**src/rtl/pipeline_ctrl_pkg.sv**
```systemverilog
// pipeline_ctrl_pkg: shared FSM encoding and register constants for the pipeline sequencer
package pipeline_ctrl_pkg;
   typedef enum logic [1:0] {
      IDLE     = 2'd0,
      RUN      = 2'd1,
      MEM_WAIT = 2'd2,
      HALT     = 2'd3
   } state_t;
   localparam logic [4:0] REG_ZERO = 5'd0;
endpackage

```
**src/rtl/pipeline_ctrl_if.sv**
```systemverilog
// pipeline_ctrl_if: hazard inputs, stage controls and statistics between pipeline and sequencer
interface pipeline_ctrl_if #(parameter int CNT_W = 16);
   logic             idex_memread_i;
   logic [4:0]       idex_rt_i;
   logic [4:0]       ifid_rs_i;
   logic [4:0]       ifid_rt_i;
   logic             ifid_uses_rt_i;
   logic             branch_taken_i;
   logic             dmem_req_i;
   logic             dmem_ack_i;
   logic             pc_write_o;
   logic             ifid_write_o;
   logic             ifid_flush_o;
   logic             idex_bubble_o;
   logic             pipe_hold_o;
   logic             memwb_bubble_o;
   logic             fault_o;
   logic [CNT_W-1:0] stall_cnt_o;
   logic [CNT_W-1:0] flush_cnt_o;
   modport master (
      output idex_memread_i, idex_rt_i, ifid_rs_i, ifid_rt_i, ifid_uses_rt_i,
             branch_taken_i, dmem_req_i, dmem_ack_i,
      input  pc_write_o, ifid_write_o, ifid_flush_o, idex_bubble_o, pipe_hold_o,
             memwb_bubble_o, fault_o, stall_cnt_o, flush_cnt_o
   );
   modport slave (
      input  idex_memread_i, idex_rt_i, ifid_rs_i, ifid_rt_i, ifid_uses_rt_i,
             branch_taken_i, dmem_req_i, dmem_ack_i,
      output pc_write_o, ifid_write_o, ifid_flush_o, idex_bubble_o, pipe_hold_o,
             memwb_bubble_o, fault_o, stall_cnt_o, flush_cnt_o
   );
endinterface

```
**src/rtl/pipeline_ctrl_hazard_detect.sv**
```systemverilog
// hazard_detect: combinational load-use compare between the ID/EX load and the IF/ID sources
module hazard_detect
   import pipeline_ctrl_pkg::*;
(
   input  logic       memread,
   input  logic [4:0] ex_rt,
   input  logic [4:0] id_rs,
   input  logic [4:0] id_rt,
   input  logic       uses_rt,
   output logic       load_use
);
   assign load_use = memread && ex_rt != REG_ZERO && (ex_rt == id_rs || (uses_rt && ex_rt == id_rt));
endmodule

```
**src/rtl/pipeline_ctrl.sv**
```systemverilog
// pipeline_ctrl: stall/flush sequencer arbitrating memory wait, load-use and taken-branch hazards
module pipeline_ctrl
   import pipeline_ctrl_pkg::*;
#(
   parameter int CNT_W       = 16,
   parameter int MEM_TIMEOUT = 255,
   parameter int TO_W        = 8
) (
   input  logic           clk_i,
   input  logic           start_i,
   pipeline_ctrl_if.slave bus
);
   state_t           state, state_nx;
   logic [TO_W-1:0]  to_cnt;
   logic [CNT_W-1:0] stall_cnt, flush_cnt;
   logic             fault, load_use, mem_wait, to_hit;
   logic             run, ok, frz, br, stall_inc, flush_inc;
   hazard_detect u_hazard (
      .memread  (bus.idex_memread_i),
      .ex_rt    (bus.idex_rt_i),
      .id_rs    (bus.ifid_rs_i),
      .id_rt    (bus.ifid_rt_i),
      .uses_rt  (bus.ifid_uses_rt_i),
      .load_use (load_use)
   );
   assign mem_wait = bus.dmem_req_i && !bus.dmem_ack_i;
   assign to_hit   = to_cnt == TO_W'(MEM_TIMEOUT);
   always_ff @(posedge clk_i or negedge start_i)
      if (!start_i) state <= IDLE;
      else state <= state_nx;
   always_comb begin
      state_nx = state;
      case (state)
         IDLE:     state_nx = RUN;
         RUN:      state_nx = mem_wait ? MEM_WAIT : RUN;
         MEM_WAIT: state_nx = bus.dmem_ack_i ? RUN : to_hit ? HALT : MEM_WAIT;
         HALT:     state_nx = HALT;
      endcase
   end
   always_comb begin
      run                = state == RUN;
      ok                 = run && !mem_wait && !load_use;
      frz                = state == MEM_WAIT || state == HALT || (run && mem_wait);
      br                 = ok && bus.branch_taken_i;
      stall_inc          = (run && !ok) || state == MEM_WAIT;
      flush_inc          = br;
      bus.pc_write_o     = ok;
      bus.ifid_write_o   = ok;
      bus.ifid_flush_o   = state == IDLE || br;
      bus.idex_bubble_o  = state == IDLE || (run && !mem_wait && load_use);
      bus.pipe_hold_o    = frz;
      bus.memwb_bubble_o = state == IDLE || frz;
   end
   always_ff @(posedge clk_i or negedge start_i)
      if (!start_i) begin
         to_cnt    <= '0;
         stall_cnt <= '0;
         flush_cnt <= '0;
         fault     <= 1'b0;
      end else begin
         if (run && mem_wait) to_cnt <= TO_W'(1);
         else if (state == MEM_WAIT && !bus.dmem_ack_i && !to_hit) to_cnt <= to_cnt + TO_W'(1);
         if (state == MEM_WAIT && !bus.dmem_ack_i && to_hit) fault <= 1'b1;
         if (stall_inc && !(&stall_cnt)) stall_cnt <= stall_cnt + CNT_W'(1);
         if (flush_inc && !(&flush_cnt)) flush_cnt <= flush_cnt + CNT_W'(1);
      end
   assign bus.fault_o     = fault;
   assign bus.stall_cnt_o = stall_cnt;
   assign bus.flush_cnt_o = flush_cnt;
endmodule

```
**src/flat_wrapper.sv**
```systemverilog
// flat-port wrapper written by rule: the top's interface ports become plain ports
module pipeline_ctrl_flat import pipeline_ctrl_pkg::*;
#(
   parameter int CNT_W       = 16,
   parameter int MEM_TIMEOUT = 255,
   parameter int TO_W        = 8
)
  (clk_i, start_i, bus_idex_memread_i, bus_idex_rt_i, bus_ifid_rs_i, bus_ifid_rt_i, bus_ifid_uses_rt_i, bus_branch_taken_i, bus_dmem_req_i, bus_dmem_ack_i, bus_pc_write_o, bus_ifid_write_o, bus_ifid_flush_o, bus_idex_bubble_o, bus_pipe_hold_o, bus_memwb_bubble_o, bus_fault_o, bus_stall_cnt_o, bus_flush_cnt_o);
  pipeline_ctrl_if #(.CNT_W(CNT_W)) bus_i ();
  input  logic clk_i;
  input  logic start_i;
  input wire logic [$bits(bus_i.idex_memread_i)-1:0] bus_idex_memread_i;
  input wire logic [$bits(bus_i.idex_rt_i)-1:0] bus_idex_rt_i;
  input wire logic [$bits(bus_i.ifid_rs_i)-1:0] bus_ifid_rs_i;
  input wire logic [$bits(bus_i.ifid_rt_i)-1:0] bus_ifid_rt_i;
  input wire logic [$bits(bus_i.ifid_uses_rt_i)-1:0] bus_ifid_uses_rt_i;
  input wire logic [$bits(bus_i.branch_taken_i)-1:0] bus_branch_taken_i;
  input wire logic [$bits(bus_i.dmem_req_i)-1:0] bus_dmem_req_i;
  input wire logic [$bits(bus_i.dmem_ack_i)-1:0] bus_dmem_ack_i;
  output wire logic [$bits(bus_i.pc_write_o)-1:0] bus_pc_write_o;
  output wire logic [$bits(bus_i.ifid_write_o)-1:0] bus_ifid_write_o;
  output wire logic [$bits(bus_i.ifid_flush_o)-1:0] bus_ifid_flush_o;
  output wire logic [$bits(bus_i.idex_bubble_o)-1:0] bus_idex_bubble_o;
  output wire logic [$bits(bus_i.pipe_hold_o)-1:0] bus_pipe_hold_o;
  output wire logic [$bits(bus_i.memwb_bubble_o)-1:0] bus_memwb_bubble_o;
  output wire logic [$bits(bus_i.fault_o)-1:0] bus_fault_o;
  output wire logic [$bits(bus_i.stall_cnt_o)-1:0] bus_stall_cnt_o;
  output wire logic [$bits(bus_i.flush_cnt_o)-1:0] bus_flush_cnt_o;
  assign bus_i.idex_memread_i = bus_idex_memread_i;
  assign bus_i.idex_rt_i = bus_idex_rt_i;
  assign bus_i.ifid_rs_i = bus_ifid_rs_i;
  assign bus_i.ifid_rt_i = bus_ifid_rt_i;
  assign bus_i.ifid_uses_rt_i = bus_ifid_uses_rt_i;
  assign bus_i.branch_taken_i = bus_branch_taken_i;
  assign bus_i.dmem_req_i = bus_dmem_req_i;
  assign bus_i.dmem_ack_i = bus_dmem_ack_i;
  assign bus_pc_write_o = bus_i.pc_write_o;
  assign bus_ifid_write_o = bus_i.ifid_write_o;
  assign bus_ifid_flush_o = bus_i.ifid_flush_o;
  assign bus_idex_bubble_o = bus_i.idex_bubble_o;
  assign bus_pipe_hold_o = bus_i.pipe_hold_o;
  assign bus_memwb_bubble_o = bus_i.memwb_bubble_o;
  assign bus_fault_o = bus_i.fault_o;
  assign bus_stall_cnt_o = bus_i.stall_cnt_o;
  assign bus_flush_cnt_o = bus_i.flush_cnt_o;
  pipeline_ctrl #(.CNT_W(CNT_W), .MEM_TIMEOUT(MEM_TIMEOUT), .TO_W(TO_W)) u_core (.clk_i(clk_i), .start_i(start_i), .bus(bus_i));
endmodule
```
**config.mk**
```make
export PLATFORM = sky130hd
export DESIGN_NAME = pipeline_ctrl_flat
export DESIGN_NICKNAME = d
export VERILOG_FILES = /design/src/rtl/pipeline_ctrl_pkg.sv /design/src/rtl/pipeline_ctrl_if.sv /design/src/rtl/pipeline_ctrl_hazard_detect.sv /design/src/rtl/pipeline_ctrl.sv /design/src/flat_wrapper.sv
export SDC_FILE = /design/constraint.sdc
export NUM_CORES = 1
export LEC_CHECK = 0
export BUFFER_PORTS_ARGS = -buffer_cell sky130_fd_sc_hd__buf_2
export CAP_MARGIN = 20
export CORE_MARGIN = 2
export CORE_UTILIZATION = 51
export CTS_CLUSTER_SIZE = 12
export DETAILED_ROUTE_END_ITERATION = 8
export PLACE_DENSITY = 0.78
export SLEW_MARGIN = 20
export SYNTH_ARGS = -nofsm -noshare
export SYNTH_HDL_FRONTEND = slang
export SYNTH_SLANG_ARGS = --single-unit
```
**constraint.sdc**
```tcl
create_clock -name clk_i -period 5.8 [get_ports clk_i]
set_input_delay 1.74 -clock clk_i [delete_from_list [all_inputs] [get_ports clk_i]]
set_output_delay 1.74 -clock clk_i [all_outputs]
set_load 0.005 [all_outputs]
```
[Yosys cells after proc, flatten, opt, wreduce, memory -nomap -nowiden]
Cells that the tools add are included.
Storage, ports and cells
  flip-flop bits (word level): 43
  input bits: 22
  output and inout port bits: 39
  logic and storage cells: 54
Cells by class
  add/subtract/negate cells: 3
  eq/ne operators: 6
  multiplexer cells: 6
  reductions and logical operators: 34
Operator list (number)
  $add A16 B1 Y16 const B: 2
  $reduce_and A16 Y1: 2
  $mux W8: 2
  $logic_and A1 B1 Y1: 15
  $eq A5 B5 Y1: 2
  $add A8 B1 Y8 const B: 1
  $eq A8 B8 Y1 const B: 1
  $pmux W2 S4: 1
  $logic_not A1 Y1: 7
  $logic_or A1 B1 Y1: 7
  $reduce_bool A5 Y1: 1
  $eq A2 B2 Y1 const B: 2
  $mux W2: 2
  $eq A2 B1 Y1 const B: 1
  $logic_not A2 Y1: 1
  $reduce_bool A2 Y1: 1
  $mux W1: 1

[Logic depth before layout (Yosys ltp)]
Gate-level depths: netlist of run 1.
  depth in word-level cells: 10
  gate-level depth with buffers: 8
  gate-level depth less buffers: 7

[By module]
From an unflattened synthesis of run 1, not the netlist that was laid out.
Second synthesis, totals
  cell total of the unflattened synthesis: 233
  area, all modules: 2417.3 um2
By module, submodules not included
  pipeline_ctrl: instances 1, cells each 216, area each 2284.7 um2, seq. area each 1076.0 um2
  hazard_detect: instances 1, cells each 17, area each 132.6 um2, seq. area each 0.0 um2

[Least setup slack after synthesis of run 1]
No wires, ideal clock.
  path kind: input to output
  start point: in bus_idex_rt_i[0]
  end point: out bus_ifid_flush_o
  data arrival time: 2.941 ns
  required time: 4.060 ns
  setup slack: 1.119 ns
  cell stages on the path: 5
  path buffers: 0
  cell sequence: or4_1 -> o21ai_2 -> inv_2 -> and2_1 -> o32ai_1
Between the ends
  word-level cells in the longest chain between the ends: 8
  elaborated cells between the ends (all ways): 11
  those cells by class: eq/ne (2); reduce/logical (9)
RTL lines
  start: declaration: RTL line flat_wrapper.sv:13  | input wire logic [$bits(bus_i.idex_rt_i)-1:0] bus_idex_rt_i;
  $eq A5 B5 Y1: RTL line pipeline_ctrl_hazard_detect.sv:12  | assign load_use = memread && ex_rt != REG_ZERO && (ex_rt == id_rs || (uses_rt && ex_rt == id_rt));
  $logic_and A1 B1 Y1: RTL line pipeline_ctrl_hazard_detect.sv:12
  $logic_or A1 B1 Y1: RTL line pipeline_ctrl_hazard_detect.sv:12
  $logic_and A1 B1 Y1 *: RTL line pipeline_ctrl_hazard_detect.sv:12
  $logic_not A1 Y1 *: RTL line pipeline_ctrl.sv:42  | ok = run && !mem_wait && !load_use;
  $logic_and A1 B1 Y1 *: RTL line pipeline_ctrl.sv:42
  $logic_and A1 B1 Y1 *: RTL line pipeline_ctrl.sv:44  | br = ok && bus.branch_taken_i;
  $logic_or A1 B1 Y1 *: RTL line pipeline_ctrl.sv:49  | bus.ifid_flush_o = state == IDLE || br;
  end: declaration: RTL line flat_wrapper.sv:22  | output wire logic [$bits(bus_i.ifid_flush_o)-1:0] bus_ifid_flush_o;
Mark *: on every way between the ends. The rest lies on a longest branch, timed or not.

[Worst setup path after layout of run 1]
Ends and elaborated chain as after synthesis.

==> metrics.cfg, run 1 <==
[global_route]
grt_first_pass_wirelength_mm = 7.73
antenna_found_initial = 0
grt_pass1_vias = 1665
grtUsageTotal = 0.199
grt.overflow.total = 0
grt_max_degree = 44

[setup_path]
critPathKind = in -> out
r2r_end = u_core.bus.flush_cnt_o[13]$_DFFE_PN0P_
cp-end-kind = primary output
max_stage_delay_ns = 0.54
crit_top_cell = buf_2
r2r_start = u_core.bus.flush_cnt_o[0]$_DFFE_PN0P_
cp.required_ns = 4.06
crit_buf_inv = 3
path_max_fanout = 3
r2r_cells = 7
setup.worst_path.start_class = input pin
critical-path-top-delay-family = simple AND/OR/NAND/NOR gates
slowest_stage = or4_1
cp.arrival_ns = 3.27
path_cells = buf_2 -> or4_1 -> o21ai_2 -> inv_2 -> and2_1 -> o32ai_1 -> buf_2
r2r_setup_slack_ns = 3.31

[cts]
cts_hold_buffers = 0
cts_tree = done
cts_made_buffers = 5
cts_root_buffer = clkbuf_8
path_clk_slew_ns = 0.08
h-tree-depth = 2
clockBufferDepth = 2
postCtsResizedCells = 0
cts_sinks = 43
cts_setup_buffers = 0
clock_latency_ns = 0.29

[floorplan]
initial_utilization = 0.541
core-area_um2 = 4060
die_h_um = 69.6
die_width_um = 69.6
io_pins = 61
rows = 23
die-area_um2 = 4850

[timing]
max_freq_mhz = 200
hold_viol = 0
rsz0062_at_grt = no
timing.final.ws_setup_ns = 0.789
setup_tns_ns = 0
fin_skew_ns = 0.00592
period_share = 0.864
max_slew_margin = 0.370
holdWs_ns = 0.455
period_minus_slack_ns = 5.01
worstMarginPinSlew_ns = 0.945
setup_violations = 0
slew_viol_final = 0

[power]
power_leakage_nw = 1.30
ir_drop_mv = 0.215
total_power_mw = 0.783
p_per_area_nw_per_um2 = 297

[synthesis]
synth_seq_area_share = 0.490
ys_ff_latch = 43
synth-edff-count = 0
synth_top_area_cell = dfrtp_1
synth-async-reset-ratio = 1.00
synth_adder_area_share = 0.0171
synth-warning-count = 0
synth_top_family_by_area = simple AND/OR/NAND/NOR gates
synth_compound_area_frac = 0.0741
syn-instance-count = 211
avgSynthCellArea_um2 = 10.4
synth_fp_nets = 236
ys.flop_type = dfrtp_1
synth_top_area_frac = 0.490
synth.distinct_cells = 35
syn_area_um2 = 2200
synthMuxAreaShare = 0.0103
yosys-top-cells-area = dfrtp_1 (49%), xnor2_1 (15%), and3_1 (4.6%)
synth-simple-area-share = 0.219
synth_xor_area_frac = 0.168

[layout]
n_antenna_cell = 0
fin_util = 0.649
stdcell_area_um2 = 2640
layout.cells.non_filler = 324
drive_gt1_frac = 0.259
nNetsFinal = 299
fill_cells = 346
syn_to_final_growth_pct = 20.0

[route]
antenna_left = 0
drtPass1Iterations = 4
wirelength_mm = 4.59
drt_iter0_drc = 87
vias = 1793
wl_per_cell_um = 14.2
via_per_inst = 5.53
drc_errors = 0

[placement]
place_area_um2 = 2530
dpl.cell_count = 317
hpwlAfterDp_mm = 3.24
dpl_worst_slack_ns = 0.772
place_congestion = 0.767
io_buffers = 60

[min_path]
worstHoldPathType = reg -> reg
hold-path-cell-count = 1
hold_end = u_core.bus.fault_o$_DFFE_PN0P_
worstHoldStart = u_core.bus.fault_o$_DFFE_PN0P_

[status]
status = finished, final reports clean

[run]
drv_cap = 0

-- metal layers --
metal  GRT usage  vias to the layer above  wire length [um]
li1            -                      868                 -
met1       0.252                      862              2070
met2       0.331                       58              2130
met3      0.0610                        5               333
met4      0.0556                        0                53
met5           0                        -                 0
-- Yosys cell counts (2+ instances only) --
library cell,number
and2_1,4
a41oi_1,2
a31oi_1,2
nor2b_1,4
nand3_1,16
xnor2_1,37
clkbuf_1,2
mux2_2,2
or3_1,3
nor2_1,10
nor3_1,4
ha_1,3
xor2_1,5
o21ai_0,2
nand2_1,16
inv_1,5
a21oi_1,5
dfrtp_1,43
o21a_1,2
and3_1,16
and4_1,2
nand4_1,13
-- registers in the layout, indices dropped and copies added (netlist names) --
signal and flops:
u_core.to_cnt 8, u_core.bus.flush_cnt_o 16, u_core.bus.fault_o 1, u_core.state 2, u_core.bus.stall_cnt_o 16
-- cells by family after synthesis --
group	after synthesis
buffers and inverters	10
adder cells (fa/ha/maj)	3
AND/OR/NAND/NOR	90
AO/OA/AOI/OAI	21
flip-flops	43
multiplexers	2
XOR/XNOR	42
-- worst register-to-register path, cell delays in order (launching register included) --
cell and delay [ns]:
dfrtp_1 0.43, ha_1 0.24, nand2_1 0.10, nor3_1 0.11
and3_1 0.25, a2111oi_4 0.82, nand4_1 0.24, xnor2_1 0.23
-- worst max path at each step --
stage / from / end / depth (start not counted)
4_1_cts: bus_idex_rt_i[0] / bus_ifid_flush_o / 7
3_3_place_gp: bus_idex_rt_i[0] / bus_ifid_flush_o / 7
3_5_place_dp: bus_idex_rt_i[0] / bus_ifid_flush_o / 7
2_1_floorplan: bus_idex_rt_i[0] / bus_ifid_flush_o / 5
6_report: bus_idex_rt_i[0] / bus_ifid_flush_o / 7
5_1_grt: bus_idex_rt_i[0] / bus_ifid_flush_o / 7
-- cell usage in the layout (no fill, tap or decap) --
master	synthesis	final
nand3_1	16	16
nor3b_1	1	1
bufinv_16	0	1
o21ai_2	1	1
a21o_1	1	1
a211oi_1	1	1
o21ai_0	2	2
dfrtp_1	43	43
nor2b_1	4	4
o32ai_1	1	1
a31oi_1	2	2
clkbuf_8	0	5
nor2_1	10	10
and4_1	2	2
o22ai_1	1	1
inv_1	5	5
o31ai_1	1	1
nor3_1	4	4
clkbuf_1	2	1
xor2_1	5	5
a41oi_1	2	2
xnor2_1	37	37
buf_2	0	60
inv_2	1	1
or4_1	1	1
nand4_1	13	13
a211o_1	1	1
a2111oi_4	1	1
and3_1	16	16
a21oi_1	5	5
mux2_2	2	2
o21a_1	2	2
and2_1	4	4
ha_1	3	3
nand2_1	16	16
or3_1	3	3
-- power breakdown --
group	total, mW	leakage, nW	switching, mW	internal (mW)
Clock	0.224	0.0513	0.0977	0.126
Sequential	0.391	0.573	0.0506	0.340
Combinational	0.169	0.675	0.0854	0.0834
-- layout make-up --
class	instances	area [um2]	share of cell area
repair buffers	60	300	0.114
clock buffers	6	72.6	0.0275
clock inverters	1	30.0	0.0114
well taps	50	62.6	0.0237
flip-flops and latches	43	1080	0.408
inverters	6	22.5	0.00855
multi-input cells	158	1070	0.406
Note: power is estimated with default switching activity, not from simulation.
==> run 2: changes to the inputs <==
--- a/config.mk
+++ b/config.mk
@@ -5,13 +5,13 @@
 export SDC_FILE = /design/constraint.sdc
 export NUM_CORES = 1
 export LEC_CHECK = 0
-export BUFFER_PORTS_ARGS = -buffer_cell sky130_fd_sc_hd__buf_2
+export BUFFER_PORTS_ARGS = -buffer_cell sky130_fd_sc_hd__buf_4
 export CAP_MARGIN = 20
 export CORE_MARGIN = 2
-export CORE_UTILIZATION = 51
+export CORE_UTILIZATION = 47
 export CTS_CLUSTER_SIZE = 12
 export DETAILED_ROUTE_END_ITERATION = 8
-export PLACE_DENSITY = 0.78
+export PLACE_DENSITY = 0.76
 export SLEW_MARGIN = 20
 export SYNTH_ARGS = -nofsm -noshare
 export SYNTH_HDL_FRONTEND = slang
==> constraint.sdc (replaced) <==
create_clock -name clk_i -period 4 [get_ports clk_i]
set_input_delay 1.2 -clock clk_i [delete_from_list [all_inputs] [get_ports clk_i]]
set_output_delay 1.2 -clock clk_i [all_outputs]
set_load 0.005 [all_outputs]
==> run 2 against run 1 <==
Final cell count up 1.5%. Die area rose by 8.0%. Sequential power rose by 46%. Combinational power rose by 66%. Clock skew rose by 0.0020 ns. Global-route usage shrank 0.98 points. Wire length is 0.61% lower. Core utilization down 1.8 points. Critical path type unchanged. Critical endpoint unchanged. Largest power group unchanged.
==> metrics.cfg, run 2 (synthesized netlist as in run 1, its figures left out) <==
[setup_path]
critPathKind = in -> out
max_stage_delay_ns = 0.54
r2r_end = u_core.bus.flush_cnt_o[1]$_DFFE_PN0P_
r2r_cells = 7
crit_top_cell = buf_4
setup.worst_path.start_class = input pin
r2r_setup_slack_ns = 1.84
slowest_stage = or4_1
crit_buf_inv = 3
r2r_start = u_core.bus.flush_cnt_o[0]$_DFFE_PN0P_
critical-path-top-delay-family = simple AND/OR/NAND/NOR gates
cp.arrival_ns = 2.73
path_max_fanout = 3
path_cells = buf_4 -> or4_1 -> o21ai_2 -> inv_2 -> and2_1 -> o32ai_1 -> buf_4
cp-end-kind = primary output
cp.required_ns = 2.80

[cts]
cts_made_buffers = 5
clockBufferDepth = 2
clock_latency_ns = 0.30
cts_sinks = 43
cts_hold_buffers = 0
path_clk_slew_ns = 0.08
cts_root_buffer = clkbuf_8
cts_setup_buffers = 0
cts_tree = done
postCtsResizedCells = 0
h-tree-depth = 2

[run]
drv_cap = 0

[floorplan]
rows = 24
io_pins = 61
die-area_um2 = 5230
die_width_um = 72.4
die_h_um = 72.4
core-area_um2 = 4410
initial_utilization = 0.497

[route]
drtPass1Iterations = 4
wl_per_cell_um = 13.9
drc_errors = 0
via_per_inst = 5.36
vias = 1765
wirelength_mm = 4.56
drt_iter0_drc = 123
antenna_left = 0

[layout]
stdcell_area_um2 = 2790
final_cell_mix = buf_4 (62), dfrtp_1 (43), xnor2_1 (37)
layout.cells.most_common = buf_4
n_antenna_cell = 0
nNetsFinal = 301
drive_gt1_frac = 0.267
syn_to_final_growth_pct = 26.8

[timing]
hold_viol = 0
max_freq_mhz = 255
max_slew_margin = 0.621
period_minus_slack_ns = 3.93
worstMarginPinSlew_ns = 0.565
rsz0062_at_grt = no
setup_violations = 0
fin_skew_ns = 0.00789
setup_tns_ns = 0
period_share = 0.981
slew_viol_final = 0

[power]
switching_power_mw = 0.351
p_int_mw = 0.772
power_frac_seq = 0.507
ir_drop_mv = 0.269
p_per_area_nw_per_um2 = 403
combPwrFrac = 0.249
power_frac_clock = 0.244
power_leakage_nw = 1.32
p_sw_frac = 0.312

[placement]
place_congestion = 0.804
hpwlAfterDp_mm = 3.35
place_area_um2 = 2700
io_buffers = 60

[status]
status = finished, final reports clean

[global_route]
grt_first_pass_wirelength_mm = 7.71
grtUsageTotal = 0.189
grt_pass1_vias = 1685
grt_max_degree = 44
antenna_found_initial = 0
grt.overflow.total = 0

[min_path]
worstHoldStart = u_core.bus.fault_o$_DFFE_PN0P_
hold_end = u_core.bus.fault_o$_DFFE_PN0P_
hold-path-cell-count = 1
worstHoldPathType = reg -> reg

run 2: cell count changes in the layout (fill, tap and decap cells not counted):
| cell | delta |
|---|---|
| buf_4 | +62 |
| buf_2 | -60 |
| bufinv_16 | -1 |
| clkinv_2 | +1 |
| clkinvlp_4 | +1 |
run 2: routing by layer:
metal  share of wire  vias to the layer above  GRT usage  wire [um]
li1                -                      873          -          -
met1            0.43                      841      0.247       1960
met2            0.49                       45      0.308       2230
met3           0.068                        6     0.0528        311
met4           0.012                        0     0.0566         54
met5               0                        -          0          0
run 2: worst max path at each step:
stage                  endpoint             start  slack (ns)  cells past startpoint
2_1_floorplan  bus_ifid_flush_o  bus_idex_rt_i[0]        0.40                      5
3_3_place_gp   bus_ifid_flush_o  bus_idex_rt_i[0]        0.08                      7
3_5_place_dp   bus_ifid_flush_o  bus_idex_rt_i[0]        0.07                      7
4_1_cts        bus_ifid_flush_o  bus_idex_rt_i[0]        0.05                      7
5_1_grt        bus_ifid_flush_o  bus_idex_rt_i[0]        0.02                      7
6_report       bus_ifid_flush_o  bus_idex_rt_i[0]        0.07                      7
run 2: through the flow:
stage,util,power [mW],instances,setup slack [ns],hold WS [ns]
detailed placement,0.612,0.860,321,0.0665,0.454
global route,0.631,1.20,329,0.0185,0.494
finish,0.631,1.12,329,0.0747,0.469
global placement,0.612,0.851,321,0.0825,0.456
CTS,0.631,1.14,329,0.0546,0.473
floorplan,-,0.715,211,0.399,0.451
run 2: worst register-to-register path: cells and delay by family (launching register included):
family / cells / cell delay, ns
buffers and inverters: 1 / 0.22
flip-flops: 1 / 0.42
adder cells (fa/ha/maj): 1 / 0.21
multiplexers: 1 / 0.28
AND/OR/NAND/NOR: 3 / 0.87
AO/OA/AOI/OAI: 1 / 0.06
run 2: layout make-up:
type | instances | area (um2)
clock buffers | 6 | 72.6
well taps | 52 | 65.1
flip-flops and latches | 43 | 1080
inverters | 6 | 22.5
clock inverters | 2 | 12.5
multi-input cells | 158 | 1070
repair buffers | 62 | 465
fillers | 373 | 1630
run 2: power by group through the flow:
stage	combinational, mW	sequential, mW	clock, mW
5_1_grt	0.313	0.584	0.301
4_1_cts	0.285	0.569	0.282
6_report	0.280	0.569	0.273
2_1_floorplan	0.148	0.567	0
3_5_place_dp	0.283	0.577	0
3_3_place_gp	0.275	0.576	0
==> run 3: changes to the inputs <==
--- a/config.mk
+++ b/config.mk
@@ -5,13 +5,14 @@
 export SDC_FILE = /design/constraint.sdc
 export NUM_CORES = 1
 export LEC_CHECK = 0
+export ABC_AREA = 1
 export BUFFER_PORTS_ARGS = -buffer_cell sky130_fd_sc_hd__buf_4
 export CAP_MARGIN = 20
 export CORE_MARGIN = 2
-export CORE_UTILIZATION = 47
+export CORE_UTILIZATION = 50
 export CTS_CLUSTER_SIZE = 12
 export DETAILED_ROUTE_END_ITERATION = 8
-export PLACE_DENSITY = 0.76
+export PLACE_DENSITY = 0.77
 export SLEW_MARGIN = 20
 export SYNTH_ARGS = -nofsm -noshare
 export SYNTH_HDL_FRONTEND = slang
==> run 3 against run 2 <==
Worst hold slack better by 0.018 ns. Non-clock buffer count down 2. Critical path type unchanged. Final cell count rose by 58%. Clock power decreased by 7%. Clock skew hardly changed. Combinational power is 68% higher. Via count up 45%. Critical endpoint unchanged. Sequential power up 3.7%.
==> metrics.cfg, run 3 <==
[layout]
final_cell_mix = nand2_1 (120), buf_4 (60), inv_1 (59), dfrtp_1 (43), nand3_1 (32)
syn_to_final_growth_pct = 19.5
drive_gt1_frac = 0.233
stdcell_area_um2 = 3380
fill_cells = 507
layout.cells.most_common = nand2_1
n_antenna_cell = 0
fin_util = 0.618
layout.cells.non_filler = 519
nNetsFinal = 473

[floorplan]
rows = 27
die_h_um = 79.2
io_pins = 61
die-area_um2 = 6270
die_width_um = 79.2
core-area_um2 = 5470
initial_utilization = 0.517

[placement]
dpl.cell_count = 513
place_congestion = 0.855
io_buffers = 60
dpl_worst_slack_ns = 0.620
place_area_um2 = 3310
hpwlAfterDp_mm = 4.59

[synthesis]
synth-warning-count = 0
synth_fp_nets = 412
synth_top_area_cell = dfrtp_1
synth_top_area_frac = 0.381
ys_ff_latch = 43
yosysMostFrequentCell = nand2_1
synth-async-reset-ratio = 1.00
avgSynthCellArea_um2 = 7.31
syn-instance-count = 387
syn_area_um2 = 2830
ys.flop_type = dfrtp_1
yosys-top-cells-area = dfrtp_1 (38%), nand2_1 (16%), inv_1 (7.8%)
synth-edff-count = 0
synth_seq_area_share = 0.381
synth.distinct_cells = 32
ys_top_cells_by_count = nand2_1 (120), inv_1 (59), dfrtp_1 (43)

[route]
drc_errors = 0
antenna_left = 0
dr_wl_met2_mm = 3.04
wl_per_cell_um = 11.7
route.top_layer_used = met4
via_per_inst = 4.92
dr_wl_met3_um = 267
vias = 2556
wirelength_mm = 6.08
drtPass1Iterations = 4
drt_iter0_drc = 109
wl_met1_mm = 2.69

[timing]
max_freq_mhz = 296
setup_tns_ns = 0
rsz0062_at_grt = no
setup_violations = 0
worstMarginPinSlew_ns = 0.648
max_slew_margin = 0.567
period_share = 0.846
slew_viol_final = 0
hold_viol = 0
period_minus_slack_ns = 3.38
holdWs_ns = 0.487
timing.final.ws_setup_ns = 0.616
fin_skew_ns = 0.00830

[setup_path]
cp.required_ns = 2.80
slowest_stage = o21ai_0
cp-end-kind = primary output
path_max_fanout = 7
setup.worst_path.start_class = input pin
path_cells = buf_4 -> inv_2 -> nand4_1 -> o21ai_0 -> inv_1 -> nand2_2 -> nand2_4 -> inv_4 -> nand2_1 -> o21ai_0 -> buf_4
cp.arrival_ns = 2.18
max_stage_delay_ns = 0.16
critPathKind = in -> out

[cts]
cts_made_buffers = 5
cts_sinks = 43
path_clk_slew_ns = 0.07
cts_hold_buffers = 0
postCtsResizedCells = 0
cts_tree = done
h-tree-depth = 2
clock_latency_ns = 0.29
clockBufferDepth = 2
cts_root_buffer = clkbuf_8
cts_setup_buffers = 0

[global_route]
grt_first_pass_wirelength_mm = 10.9
grt_pass1_vias = 2514
grt_max_degree = 44
antenna_found_initial = 0
grt.overflow.total = 0
grtUsageTotal = 0.215

[power]
power_leakage_nw = 1.72
total_power_mw = 1.31
p_per_area_nw_per_um2 = 389
ir_drop_mv = 0.226

[min_path]
worstHoldPathType = reg -> reg

[run]
drv_cap = 0

[status]
status = finished, final reports clean

-- run 3: cell types whose count changed after synthesis, moves of 15 or more --
| cell | change |
|---|---|
| nor2_1 | +15 |
| inv_1 | +54 |
| nand3_1 | +16 |
| xnor2_1 | -23 |
| nand2_1 | +104 |
| and3_1 | -16 |
-- run 3: critical path: cells and delay by family --
| family | cells | cell delay (ns) |
|---|---|---|
| buf+inv | 5 | 0.48 |
| simple gates | 4 | 0.28 |
| compound gates | 2 | 0.23 |
-- run 3: metal layers --
| metal | up-vias | track usage |
|---|---|---|
| met2 | 61 | 0.368 |
| met5 | - | 0 |
| li1 | 1326 | - |
| met3 | 9 | 0.0375 |
| met1 | 1160 | 0.268 |
| met4 | 0 | 0.0862 |
-- run 3: final cells by class --
type                            instances  area (um2)  share of cell area
Multi-Input combinational cell        271        1440               0.425
Sequential cell                        43        1080               0.318
Timing Repair Buffer                   60         450               0.133
Inverter                               67         254              0.0752
Tap cell                               72        90.1              0.0267
Clock buffer                            6        72.6              0.0215
-- run 3: where the power goes --
part | internal, mW | switching, mW | total, mW
Combinational | 0.198 | 0.271 | 0.469
Clock | 0.117 | 0.138 | 0.255
Sequential | 0.497 | 0.0923 | 0.590
Total | 0.812 | 0.502 | 1.31
-- run 3: worst paths after layout --
kind / startpoint / to / slack [ns] / cells past startpoint
max in group asynchronous: start_i / u_core.to_cnt[3]$_DFFE_PN0P_ / 2.74 / 1
min reg2reg: u_core.bus.fault_o$_DFFE_PN0P_ / u_core.bus.fault_o$_DFFE_PN0P_ / 0.49 / 1
max: bus_idex_rt_i[2] / bus_ifid_flush_o / 0.62 / 11
min: u_core.bus.fault_o$_DFFE_PN0P_ / u_core.bus.fault_o$_DFFE_PN0P_ / 0.49 / 1
min in group asynchronous: start_i / u_core.bus.flush_cnt_o[15]$_DFFE_PN0P_ / 0.89 / 1
max reg2reg: u_core.bus.flush_cnt_o[0]$_DFFE_PN0P_ / u_core.bus.flush_cnt_o[5]$_DFFE_PN0P_ / 1.89 / 6
-- run 3: cells by family after synthesis --
kind of cell             after synthesis  share of synthesized area
XOR/XNOR                              23                     0.0712
AND/OR/NAND/NOR                      217                      0.358
AO/OA/AOI/OAI                         28                     0.0659
adder cells (fa/ha/maj)                3                     0.0133
flip-flops                            43                      0.381
buffers and inverters                 73                      0.112
